**src/rtl/seq_decoder.sv**
```systemverilog
// seq_decoder: registered binary-to-vector decoder with valid/ready on both
// sides. Supports one-hot, thermometer, and sticky mask set/clear modes,
// flags out-of-range selects, and holds its result under back-pressure.
module seq_decoder #(
    parameter int SEL_W = 2,
    parameter int OUT_W = 2 ** SEL_W
) (
    input  logic             clk,
    input  logic             rst_n,
    input  logic             in_valid,
    output logic             in_ready,
    input  logic [SEL_W-1:0] sel,
    input  logic             en,
    input  logic [1:0]       mode,
    output logic             out_valid,
    input  logic             out_ready,
    output logic [OUT_W-1:0] out,
    output logic             err
);

    typedef enum logic [1:0] {
        MODE_ONEHOT = 2'b00,
        MODE_THERM  = 2'b01,
        MODE_SET    = 2'b10,
        MODE_CLEAR  = 2'b11
    } mode_e;

    logic [OUT_W-1:0] mask;
    logic [OUT_W-1:0] dec;
    logic [OUT_W-1:0] therm;
    logic [OUT_W-1:0] result;
    logic [31:0]      sel_wide;
    logic             in_range;
    logic             err_next;
    logic             xfer;

    // The output stage can accept a new request when empty or draining this cycle.
    assign in_ready = !out_valid || out_ready;
    assign xfer     = in_valid && in_ready;
    assign sel_wide = 32'(sel);
    assign in_range = sel_wide < 32'(OUT_W);
    assign err_next = en && !in_range;

    // Build the one-hot and thermometer vectors; both are zero when disabled or out of range.
    always_comb begin
        // NOTE: every combinational output gets a default first so no path can infer a latch.
        dec   = '0;
        therm = '0;
        for (int i = 0; i < OUT_W; i++) begin
            dec[i]   = en && in_range && (sel_wide == 32'(i));
            therm[i] = en && in_range && (32'(i) <= sel_wide);
        end
    end

    // Select the result for the requested mode; mask modes fold the decode into the current mask.
    always_comb begin
        result = dec;
        case (mode_e'(mode))
            MODE_ONEHOT: result = dec;
            MODE_THERM:  result = therm;
            MODE_SET:    result = mask | dec;
            MODE_CLEAR:  result = mask & ~dec;
            default:     result = dec;
        endcase
    end

    // Output register and mask update; a transfer loads a new result, a drain without transfer empties the stage.
    always_ff @(posedge clk or negedge rst_n) begin
        // NOTE: sequential state uses non-blocking assignments so every register samples pre-edge values.
        if (!rst_n) begin
            out_valid <= 1'b0;
            out       <= '0;
            err       <= 1'b0;
            mask      <= '0;
        end else if (xfer) begin
            out_valid <= 1'b1;
            out       <= result;
            err       <= err_next;
            // An out-of-range select yields a zero decode, so the mask is naturally left unchanged.
            if (mode[1]) begin
                mask <= result;
            end
        end else if (out_ready) begin
            out_valid <= 1'b0;
        end
    end

endmodule

```
**config.mk**
```make
export PLATFORM = sky130hd
export DESIGN_NAME = seq_decoder
export DESIGN_NICKNAME = d
export VERILOG_FILES = /design/src/rtl/seq_decoder.sv
export SDC_FILE = /design/constraint.sdc
export NUM_CORES = 1
export LEC_CHECK = 0
export CORE_AREA = 2 2 39 41
export DETAILED_ROUTE_END_ITERATION = 6
export DIE_AREA = 0 0 41 43
export GPL_TIMING_DRIVEN = 0
export PLACE_DENSITY = 0.79
export SLEW_MARGIN = 10
export SYNTH_ARGS = -nofsm -noshare
export SYNTH_HDL_FRONTEND = slang
export SYNTH_SLANG_ARGS = --single-unit
```
**constraint.sdc**
```tcl
create_clock -name clk -period 1.45 [get_ports clk]
set_clock_uncertainty 0.1 [all_clocks]
set_input_delay 0.29 -clock clk [delete_from_list [all_inputs] [get_ports clk]]
set_output_delay 0.29 -clock clk [all_outputs]
set_load 0.1 [all_outputs]
```
# After elaboration in Yosys (flattened, before gate mapping)
# Cells that the tools add are included.
[totals]
register_bits = 10
input_bits = 9
output_inout_bits = 7
elab_cells = 39
[classes]
n_lt_le_gt_ge = 5
eq_ne = 6
n_mux = 3
n_bitwise = 3
reduce_logical = 18
[op_table]
columns = ["operator", "count"]
rows = [
  ["logical NOT 32 bit", 1],
  ["one-hot mux 4 bit (4 select lines)", 1],
  ["logical AND 1 bit", 11],
  ["== test 2 bit, second input constant", 4],
  ["bitwise AND 4 bit", 1],
  ["== test 2 x 1 -> 1 bit, second input constant", 2],
  ["less-or-equal comparator 1 x 2 -> 1 bit, first input constant", 2],
  ["less-or-equal comparator 2 bit, first input constant", 2],
  ["inverter 4 bit", 1],
  ["OR 4 bit", 1],
  ["less-than comparator 2 x 3 -> 1 bit, second input constant", 1],
  ["logical NOT 1 bit", 2],
  ["logical NOT 2 bit", 1],
  ["two-way mux 1 bit", 2],
  ["AND reduction 2 bit", 1],
  ["nonzero test 2 bit", 1],
  ["logical OR 1 bit", 1],
]

# Logic depth before layout (Yosys ltp)
[logic_depth]
ltp_word = 6
depth_mapped = 4
ltp_nobuf = 3

# Least setup slack after synthesis
# OpenSTA, ideal clock, no wires.
[synth_timing]
path_kind = "register to register"
startpoint = "register out_valid"
endpoint = "register mask[2]"
setup_time_ns = 0.125
arrival_ns = 1.781
t_required_ns = 1.225
setup_slack_ns = -0.555
stages_incl_launch_ff = 5
path_buffers = 1
synth_period_minus_slack_ns = 2.005
path_cell_list = "dfrtp_1 > nand2b_1 > buf_4 > nand3_1 > mux2_2"
[synth_via]
elab_chain_cells = 4
[synth_lines]
columns = ["element", "line_no", "rtl"]
rows = [
  ["from (decl)", "15", "output logic out_valid,"],
  ["from (signal assigned)", "71", "out_valid <= 1'b0;"],
  ["from (signal assigned)", "76", "out_valid <= 1'b1;"],
  ["from (signal assigned)", "84", "out_valid <= 1'b0;"],
  ["logical NOT 1 bit", "38", "assign in_ready = !out_valid || out_ready;"],
  ["logical OR 1 bit", "38", ""],
  ["via in_ready", "11", "output logic in_ready,"],
  ["logical AND 1 bit", "39", "assign xfer = in_valid && in_ready;"],
  ["AND reduction 2 bit (no line)", "n/a", ""],
  ["to (signal assigned)", "81", "mask <= result;"],
  ["to (decl)", "28", "logic [OUT_W-1:0] mask;"],
]
# The timed path passes the listed nets, and every way through them passes these cells.
# A chain may end at the register's enable or synchronous reset.

# Worst setup path after layout
[layout_timing]
startpoint = "register out[0]"
endpoint = "output port out[0]"
[layout_lines]
columns = ["element", "line_no", "rtl"]
rows = [
  ["from (decl)", "17", "output logic [OUT_W-1:0] out,"],
  ["from (signal assigned)", "77", "out <= result;"],
]
# No word-level cell between the ends.

==> results.cfg <==
[placed_design]
portBuffers = 13
place_hpwl_um = 760
routabilityCongestion = 0.696
dp_cells = 78
dpl_cell_area_sq_um = 698
dp_worst_setup_slack_ns = -1.06

[global_route]
grt_pass1_wl_um = 1620
gr-usage-all-layers_pct = 13.8
overflow = 0
antenna_found_initial = 0
grt_pass1_vias = 393
grt_max_degree = 11

[worst_setup_path]
r2r_end = mask[3]
arrival_ns = 1.02
required_ns = 1.06
crit_chain = buf_2
regToRegStartpoint = out_valid
crit_start = out[0]
cp-end-kind = output pin
endpoint = out[0]
reg2reg_slack_ns = 0.13
cpPeakStageDelay_ns = 0.42
worstSetupPathType = flip-flop to output pin
path_delay_family = buffers and inverters
crit_buf_inv = 1
cp_slowest_cell = buf_2
cp.depth = 1
reg2regPathDepth = 4
path_max_fanout = 2
start_kind = flip-flop

[routing]
wl_per_cell_um = 12.9
via_per_inst = 5.13
drt_first_pass_iters = 2
finalWirelength_um = 1090
drc_errors = 0
num_vias = 431
drt_iter0_drc = 1
ant_nets = 0

[finish]
num_antenna_cells = 0
fin_cells = 84
synthToLayoutAreaGrowth_pct = 42.5
fillers = 137
drive_above_1_share_pct = 35.3
final_area_sq_um = 726
finalNetCount = 78

[cts]
clockRootBuffer = clkbuf_4
cts_buffers = 3
insertion_delay_ns = 0.25
h-tree-depth = 1
holdBufCountCts = 0
clock-sinks = 9
clk_pin_slew_ns = 0.06
cts_tree = built
clock_path_buffers = 2

[power_and_ir_drop]
clock_power_share_pct = 20.8
peakVddDrop_mv = 0.696
netSwitchingFraction_pct = 41.8
p_leak_nw = 0.353
switchingPower_uw = 370
internal-power_uw = 517
seqPwrFrac_pct = 36.4
p_per_area_nw_per_um2 = 1220
comb_power_share_pct = 42.8

[sta]
setup_viol = 0
finalCritPeriodShare_pct = 96.9
fin_crit_ns = 1.41
fin_ws_ns = 0.0449
fmax_mhz = 712
slew_violations = 0
rsz0062_at_grt = no
whs_ns = 0.221
finalHoldViolations = 0
tns_ns = 0

[die]
start_util_pct = 36.8
core-area_sq_um = 1380
floorplan.die.width_um = 41
die_h_um = 43
pin_count = 16
fp.dieArea_sq_um = 1760
placementRows = 14

[yosys]
synth_fp_nets = 58
yosysWarnings = 0
synth_area_sq_um = 509
synthCells = 49
synth.distinct_cells = 24
synth_area_per_cell_sq_um = 10.4
synth_seq_area_share_pct = 44.2
yosys_register_bits = 9

[hold_path]
hold_class = primary input to async pin

[outcome]
status = completed

[run]
drv_cap = 0
-- power by group through the flow --
stage | logic (mW) | registers, mW | clock network, mW
2_1_floorplan | 0.133 | 0.485 | 0
3_3_place_gp | 0.386 | 0.326 | 0
4_1_cts | 0.369 | 0.323 | 0.193
3_5_place_dp | 0.391 | 0.328 | 0
6_report | 0.379 | 0.323 | 0.185
5_1_grt | 0.400 | 0.329 | 0.212
-- metrics by stage --
step / total power, mW / util (%)
2_1_floorplan: 0.618 / -
3_3_place_gp: 0.713 / 50.5
3_5_place_dp: 0.719 / 50.5
4_1_cts: 0.885 / 50.6
5_1_grt: 0.941 / 52.4
6_report: 0.887 / 52.4
-- cell type report --
cell class                 count  area, sq um  area share, %
inverter                       1         3.75          0.517
tap                           16         20.0           2.76
sequential                     9          229           31.6
timing repair buffer          16          145           20.0
multi-input combinational     35          278           38.3
clock buffer                   4         26.3           3.62
buffer                         3         23.8           3.28
-- worst min path at each step --
stage | from | endpoint | slack, ns | cells past startpoint
final | rst_n | out_valid | 0.22 | 1
after global routing | rst_n | out[0] | 0.25 | 1
after CTS | rst_n | out[0] | 0.23 | 1
after detailed placement | mask[1] | mask[1] | 0.37 | 1
after global placement | mask[1] | mask[1] | 0.37 | 1
after floorplan | rst_n | mask[0] | -0.11 | 0
-- cell usage in the layout, fill, tap and decap left out, types with 2 or more instances in the layout --
master          count
mux2_2              4
dlymetal6s2s_1      2
a21oi_1             3
buf_2               3
buf_4               4
nand3b_1            2
dfrtp_1             8
and2_1              2
dlygate4sd2_1       4
a41oi_1             2
mux2i_1             4
nand2_1             2
clkbuf_4            6
-- cell families after synthesis --
kind of cell	synth area share, %
muxes	16.7
AOI/OAI and AO/OA	12.5
buffers and inverters	5.65
and+or+nand+nor	20.1
DFF	44.2
other	0.736
-- cell usage after synthesis, drive strengths merged --
library cell | count | area [sq um]
a32o | 1 | 10.0
nand2 | 3 | 11.3
inv | 1 | 3.75
mux2i | 4 | 40.0
dfrtp | 9 | 225
o21ai | 1 | 5.00
a21oi | 3 | 15.0
mux2 | 4 | 45.0
o2bb2ai | 1 | 8.76
nor3b | 1 | 7.51
nand2b | 2 | 12.5
nand3b | 2 | 15.0
nor3 | 1 | 5.00
a22oi | 1 | 7.51
buf | 4 | 25.0
nand4b | 1 | 8.76
and2 | 3 | 20.0
a41oi | 2 | 17.5
nand3 | 2 | 10.0
nor2b | 1 | 6.26
conb | 1 | 3.75
nand4 | 1 | 6.26
-- repair_timing --
action | CTS | global route
resized for setup | 41 | 5
pin swaps | 0 | 0
buffers inserted | 1 | 1
endpoints found under the setup margin | 8 | 8
cloned | 0 | 1
-- state kept, by name, indices dropped and copies added, names as in the netlist --
name       count
out            4
out_valid      1
mask           4
-- metal layers --
layer  vias to the layer above  global-route usage [%]  wire (um)
li1                        215                       -          -
met1                       204                    18.2        492
met2                        10                    19.7        534
met3                         2                    3.14         43
met4                         0                    8.00         17
met5                         -                       0          0
Power figures use the tool's default switching activity.
